`src/rtl/sync_fifo_param_if.sv`:
```
// Handshake/data bundle between a producer/consumer stage and sync_fifo_param.
interface sync_fifo_param_if #(
  parameter int unsigned DATA_W = 32,
  parameter int unsigned DEPTH  = 8
);
  localparam int unsigned ADDR_W = $clog2(DEPTH);

  logic              EN;
  logic              WR;
  logic              RD;
  logic [DATA_W-1:0] dataIN;
  logic [DATA_W-1:0] dataOut;
  logic              VALID;
  logic              EMPTY;
  logic              FULL;
  logic              ALMOST_EMPTY;
  logic              ALMOST_FULL;
  logic [ADDR_W:0]   COUNT;
  logic              OVERFLOW;
  logic              UNDERFLOW;

  modport master (
    output EN, WR, RD, dataIN,
    input  dataOut, VALID, EMPTY, FULL, ALMOST_EMPTY, ALMOST_FULL,
           COUNT, OVERFLOW, UNDERFLOW
  );

  modport slave (
    input  EN, WR, RD, dataIN,
    output dataOut, VALID, EMPTY, FULL, ALMOST_EMPTY, ALMOST_FULL,
           COUNT, OVERFLOW, UNDERFLOW
  );
endinterface

```
`src/rtl/sync_fifo_param.sv`:
```
// Parametrised single-clock FIFO with occupancy count, threshold flags and sticky errors.
// Define FIFO_FWFT_EN for first-word-fall-through output; default is registered read.
module sync_fifo_param #(
  parameter int unsigned DATA_W    = 32,
  parameter int unsigned DEPTH     = 8,
  parameter int unsigned AF_THRESH = DEPTH - 2,
  parameter int unsigned AE_THRESH = 1
) (
  input logic               CLK,
  input logic               rst,
  sync_fifo_param_if.slave  bus
);
  localparam int unsigned     ADDR_W = $clog2(DEPTH);
  localparam logic [ADDR_W:0] DEPTH_C = (ADDR_W + 1)'(DEPTH);
  localparam logic [ADDR_W:0] AF_C    = (ADDR_W + 1)'(AF_THRESH);
  localparam logic [ADDR_W:0] AE_C    = (ADDR_W + 1)'(AE_THRESH);

  logic [DATA_W-1:0] mem [DEPTH];
  logic [ADDR_W-1:0] wr_ptr;
  logic [ADDR_W-1:0] rd_ptr;
  logic [ADDR_W:0]   count;
  logic              empty;
  logic              full;
  logic              wr_acc;
  logic              rd_acc;
  logic              ovf;
  logic              udf;

  always_comb begin
    empty  = (count == '0);
    full   = (count == DEPTH_C);
    rd_acc = bus.EN & bus.RD & ~empty;
    // A pop on a full FIFO frees the slot the write lands in.
    wr_acc = bus.EN & bus.WR & (~full | rd_acc);
  end

  always_ff @(posedge CLK) begin
    if (wr_acc) begin
      mem[wr_ptr] <= bus.dataIN;
    end
  end

  always_ff @(posedge CLK) begin
    if (rst) begin
      wr_ptr <= '0;
      rd_ptr <= '0;
      count  <= '0;
      ovf    <= 1'b0;
      udf    <= 1'b0;
    end else begin
      if (wr_acc) begin
        wr_ptr <= wr_ptr + 1'b1;
      end
      if (rd_acc) begin
        rd_ptr <= rd_ptr + 1'b1;
      end
      case ({wr_acc, rd_acc})
        2'b10:   count <= count + 1'b1;
        2'b01:   count <= count - 1'b1;
        default: count <= count;
      endcase
      if (bus.EN & bus.WR & full & ~rd_acc) begin
        ovf <= 1'b1;
      end
      if (bus.EN & bus.RD & empty) begin
        udf <= 1'b1;
      end
    end
  end

`ifdef FIFO_FWFT_EN
  assign bus.dataOut = empty ? '0 : mem[rd_ptr];
  assign bus.VALID   = ~empty;
`else
  logic [DATA_W-1:0] dout_q;
  logic              valid_q;

  always_ff @(posedge CLK) begin
    if (rst) begin
      dout_q  <= '0;
      valid_q <= 1'b0;
    end else begin
      valid_q <= rd_acc;
      if (rd_acc) begin
        dout_q <= mem[rd_ptr];
      end
    end
  end

  assign bus.dataOut = dout_q;
  assign bus.VALID   = valid_q;
`endif

  assign bus.COUNT        = count;
  assign bus.EMPTY        = empty;
  assign bus.FULL         = full;
  assign bus.ALMOST_EMPTY = (count <= AE_C);
  assign bus.ALMOST_FULL  = (count >= AF_C);
  assign bus.OVERFLOW     = ovf;
  assign bus.UNDERFLOW    = udf;
endmodule

```
`src/flat_wrapper.sv`:
```
// flat-port wrapper written by rule: the top's interface ports become plain ports
module sync_fifo_param_flat 
#(
  parameter int unsigned DATA_W    = 32,
  parameter int unsigned DEPTH     = 8,
  parameter int unsigned AF_THRESH = DEPTH - 2,
  parameter int unsigned AE_THRESH = 1
)
  (CLK, rst, bus_EN, bus_WR, bus_RD, bus_dataIN, bus_dataOut, bus_VALID, bus_EMPTY, bus_FULL, bus_ALMOST_EMPTY, bus_ALMOST_FULL, bus_COUNT, bus_OVERFLOW, bus_UNDERFLOW);
  sync_fifo_param_if #(.DATA_W(DATA_W), .DEPTH(DEPTH)) bus_i ();
  input logic CLK;
  input logic rst;
  input wire logic [$bits(bus_i.EN)-1:0] bus_EN;
  input wire logic [$bits(bus_i.WR)-1:0] bus_WR;
  input wire logic [$bits(bus_i.RD)-1:0] bus_RD;
  input wire logic [$bits(bus_i.dataIN)-1:0] bus_dataIN;
  output wire logic [$bits(bus_i.dataOut)-1:0] bus_dataOut;
  output wire logic [$bits(bus_i.VALID)-1:0] bus_VALID;
  output wire logic [$bits(bus_i.EMPTY)-1:0] bus_EMPTY;
  output wire logic [$bits(bus_i.FULL)-1:0] bus_FULL;
  output wire logic [$bits(bus_i.ALMOST_EMPTY)-1:0] bus_ALMOST_EMPTY;
  output wire logic [$bits(bus_i.ALMOST_FULL)-1:0] bus_ALMOST_FULL;
  output wire logic [$bits(bus_i.COUNT)-1:0] bus_COUNT;
  output wire logic [$bits(bus_i.OVERFLOW)-1:0] bus_OVERFLOW;
  output wire logic [$bits(bus_i.UNDERFLOW)-1:0] bus_UNDERFLOW;
  assign bus_i.EN = bus_EN;
  assign bus_i.WR = bus_WR;
  assign bus_i.RD = bus_RD;
  assign bus_i.dataIN = bus_dataIN;
  assign bus_dataOut = bus_i.dataOut;
  assign bus_VALID = bus_i.VALID;
  assign bus_EMPTY = bus_i.EMPTY;
  assign bus_FULL = bus_i.FULL;
  assign bus_ALMOST_EMPTY = bus_i.ALMOST_EMPTY;
  assign bus_ALMOST_FULL = bus_i.ALMOST_FULL;
  assign bus_COUNT = bus_i.COUNT;
  assign bus_OVERFLOW = bus_i.OVERFLOW;
  assign bus_UNDERFLOW = bus_i.UNDERFLOW;
  sync_fifo_param #(.DATA_W(DATA_W), .DEPTH(DEPTH), .AF_THRESH(AF_THRESH), .AE_THRESH(AE_THRESH)) u_core (.CLK(CLK), .rst(rst), .bus(bus_i));
endmodule
```
`config.mk`:
```
export PLATFORM = sky130hd
export DESIGN_NAME = sync_fifo_param_flat
export DESIGN_NICKNAME = d
export VERILOG_FILES = /design/src/rtl/sync_fifo_param_if.sv /design/src/rtl/sync_fifo_param.sv /design/src/flat_wrapper.sv
export SDC_FILE = /design/constraint.sdc
export NUM_CORES = 1
export LEC_CHECK = 0
export ABC_AREA = 1
export CORE_MARGIN = 3
export CORE_UTILIZATION = 42
export CTS_CLUSTER_SIZE = 10
export DETAILED_ROUTE_END_ITERATION = 12
export PLACE_DENSITY_LB_ADDON = 0.25
export REMOVE_ABC_BUFFERS = 1
export SLEW_MARGIN = 40
export SYNTH_ARGS = -nofsm -noshare
export SYNTH_HDL_FRONTEND = slang
export SYNTH_SLANG_ARGS = --single-unit
export TNS_END_PERCENT = 10
```
`constraint.sdc`:
```
create_clock -name CLK -period 6.4 [get_ports CLK]
set_input_delay 0.64 -clock CLK [delete_from_list [all_inputs] [get_ports CLK]]
set_output_delay 0.64 -clock CLK [all_outputs]
set_load 0.02 [all_outputs]
```
[Word level (Yosys, flattened, before mapping)]
Memory sizes are Yosys's and may differ from the RTL's. A register that Yosys moved wholly into a read port is not among the register bits.
Index checks and enable logic that the tools add are counted.
Storage, ports and cells
  output and inout port bits: 43
  register bits: 13
  input port bits: 37
  memories: 1
  memory bits (writable): 256
Memory list
  u_core.mem: words 8, bits a word 32, read ports 1, clocked after Yosys merged registers in 1, write ports 1, RTL line sync_fifo_param.sv:18  | logic [DATA_W-1:0] mem [DEPTH];
Operators by class
  equality and inequality tests: 3
  multiplexer cells: 3
  order comparisons: 2
  reductions and logical operators: 2
  $add $sub $neg: 4
  bitwise gates (word level): 11
Operators with widths (number)
  $pmux 4 s2: 1
  $and 1x1->1: 7
  $add 3x1->3 const B: 2
  $add 4x1->4 const B: 1
  $eq 4x4->1 const B: 1
  $ge 4x3->1 const B: 1
  $le 4x1->1 const B: 1
  $logic_not 4->1: 1
  $sub 4x1->4 const B: 1
  $not 1->1: 3
  $eq 2x1->1 const B: 1
  $eq 2x2->1 const B: 1
  $mux 1: 2
  $reduce_bool 2->1: 1
  $or 1x1->1: 1

[Logic depth before layout (Yosys ltp)]
Gate-level depths: netlist of the first run.
  word-level depth: 7
  depth in mapped cells: 13

[Worst setup path after synthesis of the first run]
Ideal clock, no wire load.
  kind: register -> register
  start point: register u_core.count[0] (netlist: u_core.bus.COUNT[0])
  end point: memory u_core.mem[0][0], enable pin
  arrival: 2959 ps
  setup slack: 3020 ps
  setup time: 421 ps
  stages on the path, launching flop included: 9
  path buffers: 0
  required time: 5979 ps
  clock period less this slack: 3380 ps
  cell sequence: dfxtp_1 > inv_1 > ha_1 > nand2_1 > nor2_1 > nand2_1 > nand2_2 > or2_2 > nor2_1
RTL lines
  start, declared: RTL line sync_fifo_param.sv:21  | logic [ADDR_W:0] count;
  start signal, assigned: RTL line sync_fifo_param.sv:58  | 2'b10: count <= count + 1'b1;
  start signal, assigned: RTL line sync_fifo_param.sv:59  | 2'b01: count <= count - 1'b1;
  start signal, assigned: RTL line sync_fifo_param.sv:60  | default: count <= count;
  $eq 4x4->1: RTL line sync_fifo_param.sv:31  | full = (count == DEPTH_C);
  named net bus_FULL: RTL line flat_wrapper.sv:20  | output wire logic [$bits(bus_i.FULL)-1:0] bus_FULL;
  $not 1->1: RTL line sync_fifo_param.sv:34  | wr_acc = bus.EN & bus.WR & (~full | rd_acc);
  $or 1x1->1: RTL line sync_fifo_param.sv:34
  $and 1x1->1: RTL line sync_fifo_param.sv:34
  $mux 1: RTL line sync_fifo_param.sv:38  | if (wr_acc) begin
  $mux 1 (implied by the code): RTL line sync_fifo_param.sv:39  | mem[wr_ptr] <= bus.dataIN;
  end, declared: RTL line sync_fifo_param.sv:18
The timed path passes the listed nets, and every way through them passes these cells.

[Final worst setup path of the first run]
  start point: register u_core.count[1] (netlist: u_core.bus.COUNT[1])
  end point: memory u_core.mem[2][30], enable pin
Between the ends
  word-level cells in the longest chain between the ends: 7
Ends and longest elaborated chain
  $logic_not 4->1: RTL line sync_fifo_param.sv:30  | empty = (count == '0);
  $not 1->1: RTL line sync_fifo_param.sv:32  | rd_acc = bus.EN & bus.RD & ~empty;
  $and 1x1->1: RTL line sync_fifo_param.sv:32
  $or 1x1->1 *: RTL line sync_fifo_param.sv:34
  $and 1x1->1 *: RTL line sync_fifo_param.sv:34
  $mux 1 *: RTL line sync_fifo_param.sv:38
  $mux 1 (implied by the code) *: RTL line sync_fifo_param.sv:39
Every way passes the cells marked *; elsewhere a longest branch is shown, timed or not.

==> results.cfg, run 1 <==
[power_and_ir_drop]
power_density_mw_per_mm2 = 294
p_leak_nw = 6.37
vdd_drop_max_mv = 0.149
power_mw = 4.41

[routing]
routed_via_density = 4.70
drc = 0
first_pass_iters = 5
routedWlPerCell_um = 15.4
vias = 8188
wirelength_mm = 26.8
ant_nets = 0
drt_iter0_markers = 652

[worst_setup_path]
reg2reg_depth = 9
crit_path_max_incr_delay_ns = 0.46
path_class = flop to flop
start_kind = flop
crit_chain = inv_1 > ha_1 > nand2_1 > nor2_1 > nand2_1 > nand2_2 > or2_2 > nor2_4 > buf_4
crit_path_end_kind = flop
r2r_start = u_core.bus.COUNT[1]
critPathMaxFanout = 19
r2r-end = u_core.mem[2][30]
required_ns = 6.57
r2r_slack_ns = 3.61
crit_slowest_cell = nor2_4
crit_top_cell = nand2_1
crit_arrival_ns = 2.95

[global_route]
grt_pass1_wl_mm = 42.7
grt-ovfl-total = 0
grt_pass1_vias = 8004
track_usage = 0.165
antenna_found_initial = 1
grt_max_degree = 86

[clock_tree]
postCtsSetupRepairBufs = 0
cts_tree = built
cts_sinks = 301
cts_buffers = 36
root_buffer = clkbuf_16
insertion_delay_ns = 0.50
cts_hold_buf = 0
cts_resized = 0
cts-root-to-sink-buffers = 3
cts_max_level = 2
clk_pin_slew_ns = 0.05

[logic_synthesis]
synthDistinctLibCells = 25
synth_seq_cells = 301
yosysSeqAreaShare = 0.676
syn_inst = 1254
yosysWarnings = 0
syn_area_mm2 = 0.0127
syn_avg_cell_area_um2 = 10.1

[placement]
place_area_mm2 = 0.0140
place_hpwl_mm = 14.9
dp_cells = 1679
gp_congestion = 0.756
io_buffer_count = 79

[finish]
fill_cells = 2599
drive_gt1_frac = 0.0563
multiInputGateArea_mm2 = 0.00283
nNetsFinal = 1372
final-instance-count-excl-fill = 1741
fin_area_mm2 = 0.0150
regArea_mm2 = 0.00860
area_growth_pct = 17.9

[sta]
max_freq_ghz = 0.359
rsz0062_at_grt = no
worst_pin_slew_ns = 0.796
finClkSkew_ns = 0.0156
setup_viol = 0
maxSlewHeadroom = 0.469
setup_tns_ns = 0
finalHoldViolCount = 0
fin_crit_ns = 2.79
post-route-period-util = 0.436
maxSlewViolCount = 0

[hold_path]
hold_depth = 1
min_to = u_core.bus.UNDERFLOW
min_from = u_core.bus.UNDERFLOW
hold_class = flop to flop

[floorplanning]
initial_core_util = 0.428
fp-row-count = 63
die_w_um = 180
coreArea_mm2 = 0.0297
ios = 80
die_y_um = 180
dieArea_mm2 = 0.0324

[status]
outcome = finished clean

[run]
timing.max_cap.violations = 0
==> metrics by stage <==
step	setup WS (ns)	hold WS [ns]	utilization
after floorplan	1.86	0.475	-
after global routing	3.44	0.504	0.504
after CTS	3.60	0.474	0.504
final	3.61	0.470	0.504
after global placement	3.25	0.456	0.465
after detailed placement	3.31	0.461	0.469
==> layout make-up <==
type,count,share of cell area
diodes,1,0.000167
clock buffers,59,0.0673
clock inverters,1,0.000584
inverters,275,0.0692
multi-input cells,618,0.189
flip-flops and latches,301,0.573
well taps,390,0.0326
repair buffers,96,0.0677
==> logic make-up (layout without fill, tap and decap cells) <==
| family | after synthesis | count (layout) | synth area share |
|---|---|---|---|
| fa+ha+maj | 7 | 7 | 0.00689 |
| flops | 301 | 301 | 0.676 |
| simple gates | 528 | 528 | 0.177 |
| other cells | 0 | 1 | 0 |
| compound gates | 81 | 81 | 0.0326 |
| buf+inv | 335 | 431 | 0.106 |
| xor+xnor | 2 | 2 | 0.00138 |
==> placed cells by master (no fill, tap or decap), types with 2 or more instances in the layout <==
cell type	count
nor2_1	11
o21a_1	2
nor2_4	8
nor3_1	2
edfxtp_1	256
nand2_1	306
dfxtp_4	2
inv_1	271
nand2_4	2
buf_4	10
clkdlybuf4s50_1	79
inv_2	2
ha_1	7
clkbuf_16	37
a21oi_1	39
o21ai_0	37
clkbuf_1	22
dfxtp_1	42
buf_16	3
buf_12	2
xor2_1	2
o21ai_1	2
inv_4	2
nand3_1	194
==> report_power, final <==
| part | total, mW | internal [mW] | switching [mW] |
|---|---|---|---|
| Sequential | 2.20 | 2.17 | 0.0299 |
| Combinational | 0.416 | 0.156 | 0.260 |
| Clock | 1.79 | 1.07 | 0.720 |
==> cells in the mapped netlist, drive strengths merged <==
master / count / area, um^2
nand3: 194 / 971
inv: 275 / 1030
xor2: 2 / 17.5
buf: 52 / 285
dfxtp: 45 / 901
and3: 1 / 6.26
a21oi: 40 / 204
o21a: 2 / 15.0
nand2: 309 / 1180
or2: 1 / 6.26
ha: 7 / 87.6
o21ai: 39 / 195
nor3: 2 / 10.0
nand4: 1 / 6.26
clkbuf: 8 / 30.0
nor2: 20 / 77.6
edfxtp: 256 / 7690
==> layer usage <==
| layer | wire length (um) | vias to the layer above | part of all wire | global-route usage |
|---|---|---|---|---|
| met3 | 1390 | 43 | 0.052 | 0.0263 |
| met2 | 13200 | 184 | 0.49 | 0.283 |
| met1 | 11600 | 3804 | 0.43 | 0.216 |
| li1 | - | 4157 | - | - |
| met4 | 602 | 0 | 0.022 | 0.0492 |
| met5 | 0 | - | 0 | 0 |
==> critical path, delay by kind of cell (launching register included) <==
family                     cells  cell delay, ns
adders and majority gates      1            0.25
buffers and inverters          2            0.53
and+or+nand+nor                6            1.23
DFF                            1            0.42
==> worst max-delay path by stage <==
| stage | startpoint | end | slack (ns) | cells past startpoint |
|---|---|---|---|---|
| 2_1_floorplan | u_core.rd_ptr[0] | u_core.bus.dataOut[11] | 1.86 | 6 |
| 3_3_place_gp | bus_EN | u_core.bus.COUNT[3] | 3.25 | 10 |
| 3_5_place_dp | bus_EN | u_core.mem[2][10] | 3.31 | 7 |
| 4_1_cts | u_core.bus.COUNT[1] | u_core.mem[2][22] | 3.60 | 9 |
| 5_1_grt | u_core.bus.COUNT[1] | u_core.mem[2][16] | 3.44 | 9 |
| 6_report | u_core.bus.COUNT[1] | u_core.mem[2][30] | 3.61 | 9 |
==> sequential cells by signal, summed over array words and instances, names as in the netlist <==
signal,count
u_core.rd_ptr,3
u_core.bus.VALID,1
u_core.bus.UNDERFLOW,1
u_core.bus.OVERFLOW,1
u_core.bus.COUNT,4
u_core.mem,256
u_core.bus.dataOut,32
u_core.wr_ptr,3
Power figures use the tool's default switching activity.
==> run 2, diff against run 1 <==
==> constraint.sdc (replaced) <==
create_clock -name CLK -period 2.44 [get_ports CLK]
set_input_delay 0.244 -clock CLK [delete_from_list [all_inputs] [get_ports CLK]]
set_output_delay 0.244 -clock CLK [all_outputs]
set_load 0.02 [all_outputs]
==> results.cfg, run 2 (synthesis gave the netlist of run 1 again) <==
[status]
outcome = finished clean

[placement]
place_area_mm2 = 0.0141
gp_congestion = 0.749
dp_cells = 1690
place_hpwl_mm = 15.9
io_buffer_count = 79
preCtsSetupSlack_ns = 0.129

[finish]
fin_area_mm2 = 0.0152
area_growth_pct = 19.5
final_core_util = 0.511
final_cell_mix = nand2_1, inv_1, edfxtp_1
largest_reg_flops = 256
drive_gt1_frac = 0.0652
final-instance-count-excl-fill = 1754
diodes = 0
layout_commonest_cell = nand2_1
nNetsFinal = 1382
regMostFlops = u_core.mem
fill_cells = 2609

[power_and_ir_drop]
vdd_drop_max_mv = 0.518
p_leak_nw = 6.47
power_density_mw_per_mm2 = 771

[clock_tree]
root_buffer = clkbuf_16
clk_pin_slew_ns = 0.06
cts_sinks = 301
cts_hold_buf = 0
cts_max_level = 2
cts_buffers = 36
insertion_delay_ns = 0.51
cts-root-to-sink-buffers = 3
cts_tree = built

[routing]
routed_via_density = 4.84
vias = 8489
drt_iter0_markers = 652
drc = 0
routedWlPerCell_um = 16.0
ant_nets = 0
wirelength_mm = 28.1
first_pass_iters = 5

[run]
timing.max_cap.violations = 0

[worst_setup_path]
critPathMaxFanout = 25
crit_arrival_ns = 2.49
path_class = flop to flop
crit_path_end_kind = flop
start_kind = flop
required_ns = 2.64

[global_route]
grt-ovfl-total = 0
grt_max_degree = 130
grt_pass1_wl_mm = 44.7
grt_pass1_vias = 8410
track_usage = 0.171
antenna_found_initial = 0

[floorplanning]
ios = 80
initial_core_util = 0.428
fp-row-count = 63
die_w_um = 180
dieArea_mm2 = 0.0324
coreArea_mm2 = 0.0297
die_y_um = 180

[sta]
fin_crit_ns = 2.29
setup_viol = 0
setup_ws_ns = 0.146
post-route-period-util = 0.940
worst_pin_slew_ns = 0.697
max_freq_ghz = 0.436
maxSlewHeadroom = 0.534
rsz0062_at_grt = no
finClkSkew_ns = 0.00990
fin_hold_ws_ns = 0.454
maxSlewViolCount = 0
finalHoldViolCount = 0

[hold_path]
hold_class = input pin to flop
-- run 2: where the power goes --
part           switching, mW  internal [mW]  total [mW]  leakage (nW)
clock                   1.96           2.85        4.82         0.501
sequential            0.0501           5.70        5.75          2.68
combinational          0.727          0.424        1.15          3.29
total                   2.74           8.98        11.7          6.47
-- run 2: timing repair --
item | CTS | global route
endpoints found under the setup margin | 0 | 24
hold endpoints to repair | 0 | 0
gates resized for setup | 0 | 3
buffers inserted | 0 | 0
-- run 2: per-layer routing --
layer  vias to the layer above  share of wire  track usage
met5                         -              0            0
met4                         0          0.022       0.0504
met3                        50          0.044       0.0253
met2                       209           0.49        0.295
met1                      4044           0.44        0.225
li1                       4186              -            -
-- run 2: worst max-delay path, cell delays in order (launching register included) --
cell and delay [ns]:
dfxtp_1 0.43, inv_1 0.13, ha_1 0.25, nand2_1 0.08, nor2_1 0.05, nand2_1 0.09, nand2_2 0.12, or2_2 0.42
nor2_4 0.15, buf_12 0.23
-- run 2: layout make-up --
| type | count | area, um^2 | share of cell area |
|---|---|---|---|
| multi-input combinational | 618 | 2840 | 0.187 |
| clock buffer | 61 | 1030 | 0.0675 |
| timing repair buffer | 106 | 1190 | 0.0782 |
| inverter | 275 | 1040 | 0.0682 |
| tap | 390 | 488 | 0.0321 |
| clock inverter | 3 | 21.3 | 0.00140 |
| sequential | 301 | 8590 | 0.566 |
-- run 2: path summary, 6_finish.rpt --
kind | slack (ns) | cells past startpoint | end | from
worst max-delay path | 0.15 | 9 | u_core.mem[2][29] | u_core.bus.COUNT[1]
worst min-delay path | 0.45 | 4 | u_core.bus.OVERFLOW | bus_WR
worst max register to register | 0.15 | 9 | u_core.mem[2][29] | u_core.bus.COUNT[1]
worst min register to register | 0.46 | 1 | u_core.bus.OVERFLOW | u_core.bus.OVERFLOW
-- run 2: metrics by stage --
| step | power, mW | setup TNS [ns] |
|---|---|---|
| 3_5_place_dp | 7.02 | 0 |
| 4_1_cts | 11.8 | 0 |
| 6_report | 11.7 | 0 |
| 5_1_grt | 12.2 | 0 |
| 2_1_floorplan | 6.49 | -288.43 |
| 3_3_place_gp | 6.99 | 0 |
==> run 3, diff against run 2 <==
--- a/config.mk
+++ b/config.mk
@@ -10,6 +10,7 @@
 export CORE_UTILIZATION = 42
 export CTS_CLUSTER_SIZE = 10
 export DETAILED_ROUTE_END_ITERATION = 12
+export GPL_TIMING_DRIVEN = 0
 export PLACE_DENSITY_LB_ADDON = 0.25
 export REMOVE_ABC_BUFFERS = 1
 export SLEW_MARGIN = 40
==> results.cfg, run 3 (synthesis gave the netlist of run 1 again) <==
[clock_tree]
cts-root-to-sink-buffers = 3
cts_tree = built
cts_hold_buf = 0
root_buffer = clkbuf_16
cts_sinks = 301
clk_pin_slew_ns = 0.05
cts_buffers = 36
insertion_delay_ns = 0.51
cts_max_level = 2

[hold_path]
hold_class = input pin to flop
hold_depth = 2

[sta]
rsz0062_at_grt = yes
maxSlewViolCount = 0
fin_hold_ws_ns = 0.439
finalHoldViolCount = 0
worst_pin_slew_ns = 0.758
finClkSkew_ns = 0.0240
fin_crit_ns = 2.31
setup_viol = 0
maxSlewHeadroom = 0.494
max_freq_ghz = 0.434
post-route-period-util = 0.945

[placement]
io_buffer_count = 79
gp_congestion = 0.750
place_hpwl_mm = 16.5
place_area_mm2 = 0.0143

[power_and_ir_drop]
power_density_mw_per_mm2 = 758
intPower_mw = 8.99
p_leak_nw = 6.54
seqPwrFrac = 0.496
pwr-share-comb = 0.095
sw_frac_of_total = 0.230
p_sw_mw = 2.68
vdd_drop_max_mv = 0.471
p_clk_frac = 0.409

[finish]
final_core_util = 0.518
final_cell_mix = nand2_1, inv_1, edfxtp_1
layout_commonest_cell = nand2_1
drive_gt1_frac = 0.0715
fin_area_mm2 = 0.0154
nNetsFinal = 1387
regMostFlops = u_core.mem
area_growth_pct = 21.1
largest_reg_flops = 256

[global_route]
track_usage = 0.167
grt_pass1_vias = 8153
antenna_found_initial = 1
grt_pass1_wl_mm = 43.0
grt-ovfl-total = 0
grt_max_degree = 73

[routing]
drt_iter0_markers = 560
ant_nets = 0
routedWlPerCell_um = 15.4
wirelength_mm = 27.2
first_pass_iters = 5
routed_via_density = 4.73
drc = 0
vias = 8330

[worst_setup_path]
crit_arrival_ns = 2.06
start_kind = flop
cp.depth = 5
critPathTopFamily = buffers and inverters
crit_path_end_kind = primary output
crit_slowest_cell = clkdlybuf4s50_1
path_class = flop to primary output
required_ns = 2.20
critPathMaxFanout = 6
crit_path_max_incr_delay_ns = 0.63
reg2reg_depth = 9
crit_buf_inv = 2
crit_chain = inv_1 > ha_2 > nand2_1 > nor2_1 > clkdlybuf4s50_1

[floorplanning]
coreArea_mm2 = 0.0297
fp-row-count = 63
die_y_um = 180
dieArea_mm2 = 0.0324
ios = 80
initial_core_util = 0.428
die_w_um = 180

[status]
outcome = finished clean

[run]
timing.max_cap.violations = 0
-- run 3: cell types whose count changed in the layout (fill, tap and decap cells not counted), moves of 2 or more --
cell	previous run	this run
buf_12	15	7
dfxtp_4	1	3
inv_6	2	4
buf_8	0	12
buf_16	0	7
buf_4	11	6
dfxtp_1	42	40
-- run 3: metrics by stage --
stage	setup WS, ns	setup TNS, ns	std cells	power (mW)
4_1_cts	0.0421	0	1757	11.8
3_5_place_dp	-0.162	-12.93	1689	7.01
5_1_grt	-0.00681	-0.0248	1761	12.1
6_report	0.134	0	1761	11.7
3_3_place_gp	-5.72	-761.70	1663	6.97
2_1_floorplan	-2.10	-288.43	1194	6.49
-- run 3: path summary, 6_finish.rpt --
check / from / end / slack (ns)
worst min-delay path: rst / u_core.bus.VALID / 0.44
worst min register to register: u_core.bus.UNDERFLOW / u_core.bus.UNDERFLOW / 0.47
worst max-delay path: u_core.bus.COUNT[1] / bus_FULL / 0.13
worst max register to register: u_core.bus.COUNT[1] / u_core.mem[0][7] / 0.15
-- run 3: worst reg2reg max path, stage by stage (launching register included) --
cell	delay [ns]
dfxtp_2	0.38
inv_1	0.10
ha_2	0.21
nand2_1	0.07
nor2_1	0.05
nand2_1	0.10
nand2_2	0.11
or2_4	0.32
nor2_4	0.42
buf_16	0.21
-- run 3: layout make-up --
type	count	area, um^2
fillers	2495	14300
flip-flops and latches	301	8600
multi-input cells	618	2850
repair buffers	111	1350
inverters	275	1050
clock buffers	61	1030
well taps	390	488
clock inverters	4	25.0
diodes	1	2.50
-- run 3: per-layer routing --
layer	track usage	vias to the layer above	routed length, um
met1	0.211	3923	11800
met3	0.0245	53	1090
met4	0.0585	0	765
met5	0	-	0
met2	0.295	153	13500
li1	-	4201	-
-- run 3: power by group through the flow --
| stage | clock network, mW | registers (mW) | logic [mW] |
|---|---|---|---|
| 2_1_floorplan | 0 | 5.97 | 0.518 |
| 3_3_place_gp | 0 | 5.96 | 1.02 |
| 3_5_place_dp | 0 | 5.89 | 1.12 |
| 4_1_cts | 4.87 | 5.78 | 1.13 |
| 5_1_grt | 5.07 | 5.80 | 1.25 |
| 6_report | 4.77 | 5.78 | 1.11 |
-- run 3: repair_timing --
action,in CTS,in global routing
pin swaps,2,1
setup buffers,3,3
gates resized for setup,5,4
endpoints found under the setup margin,167,119
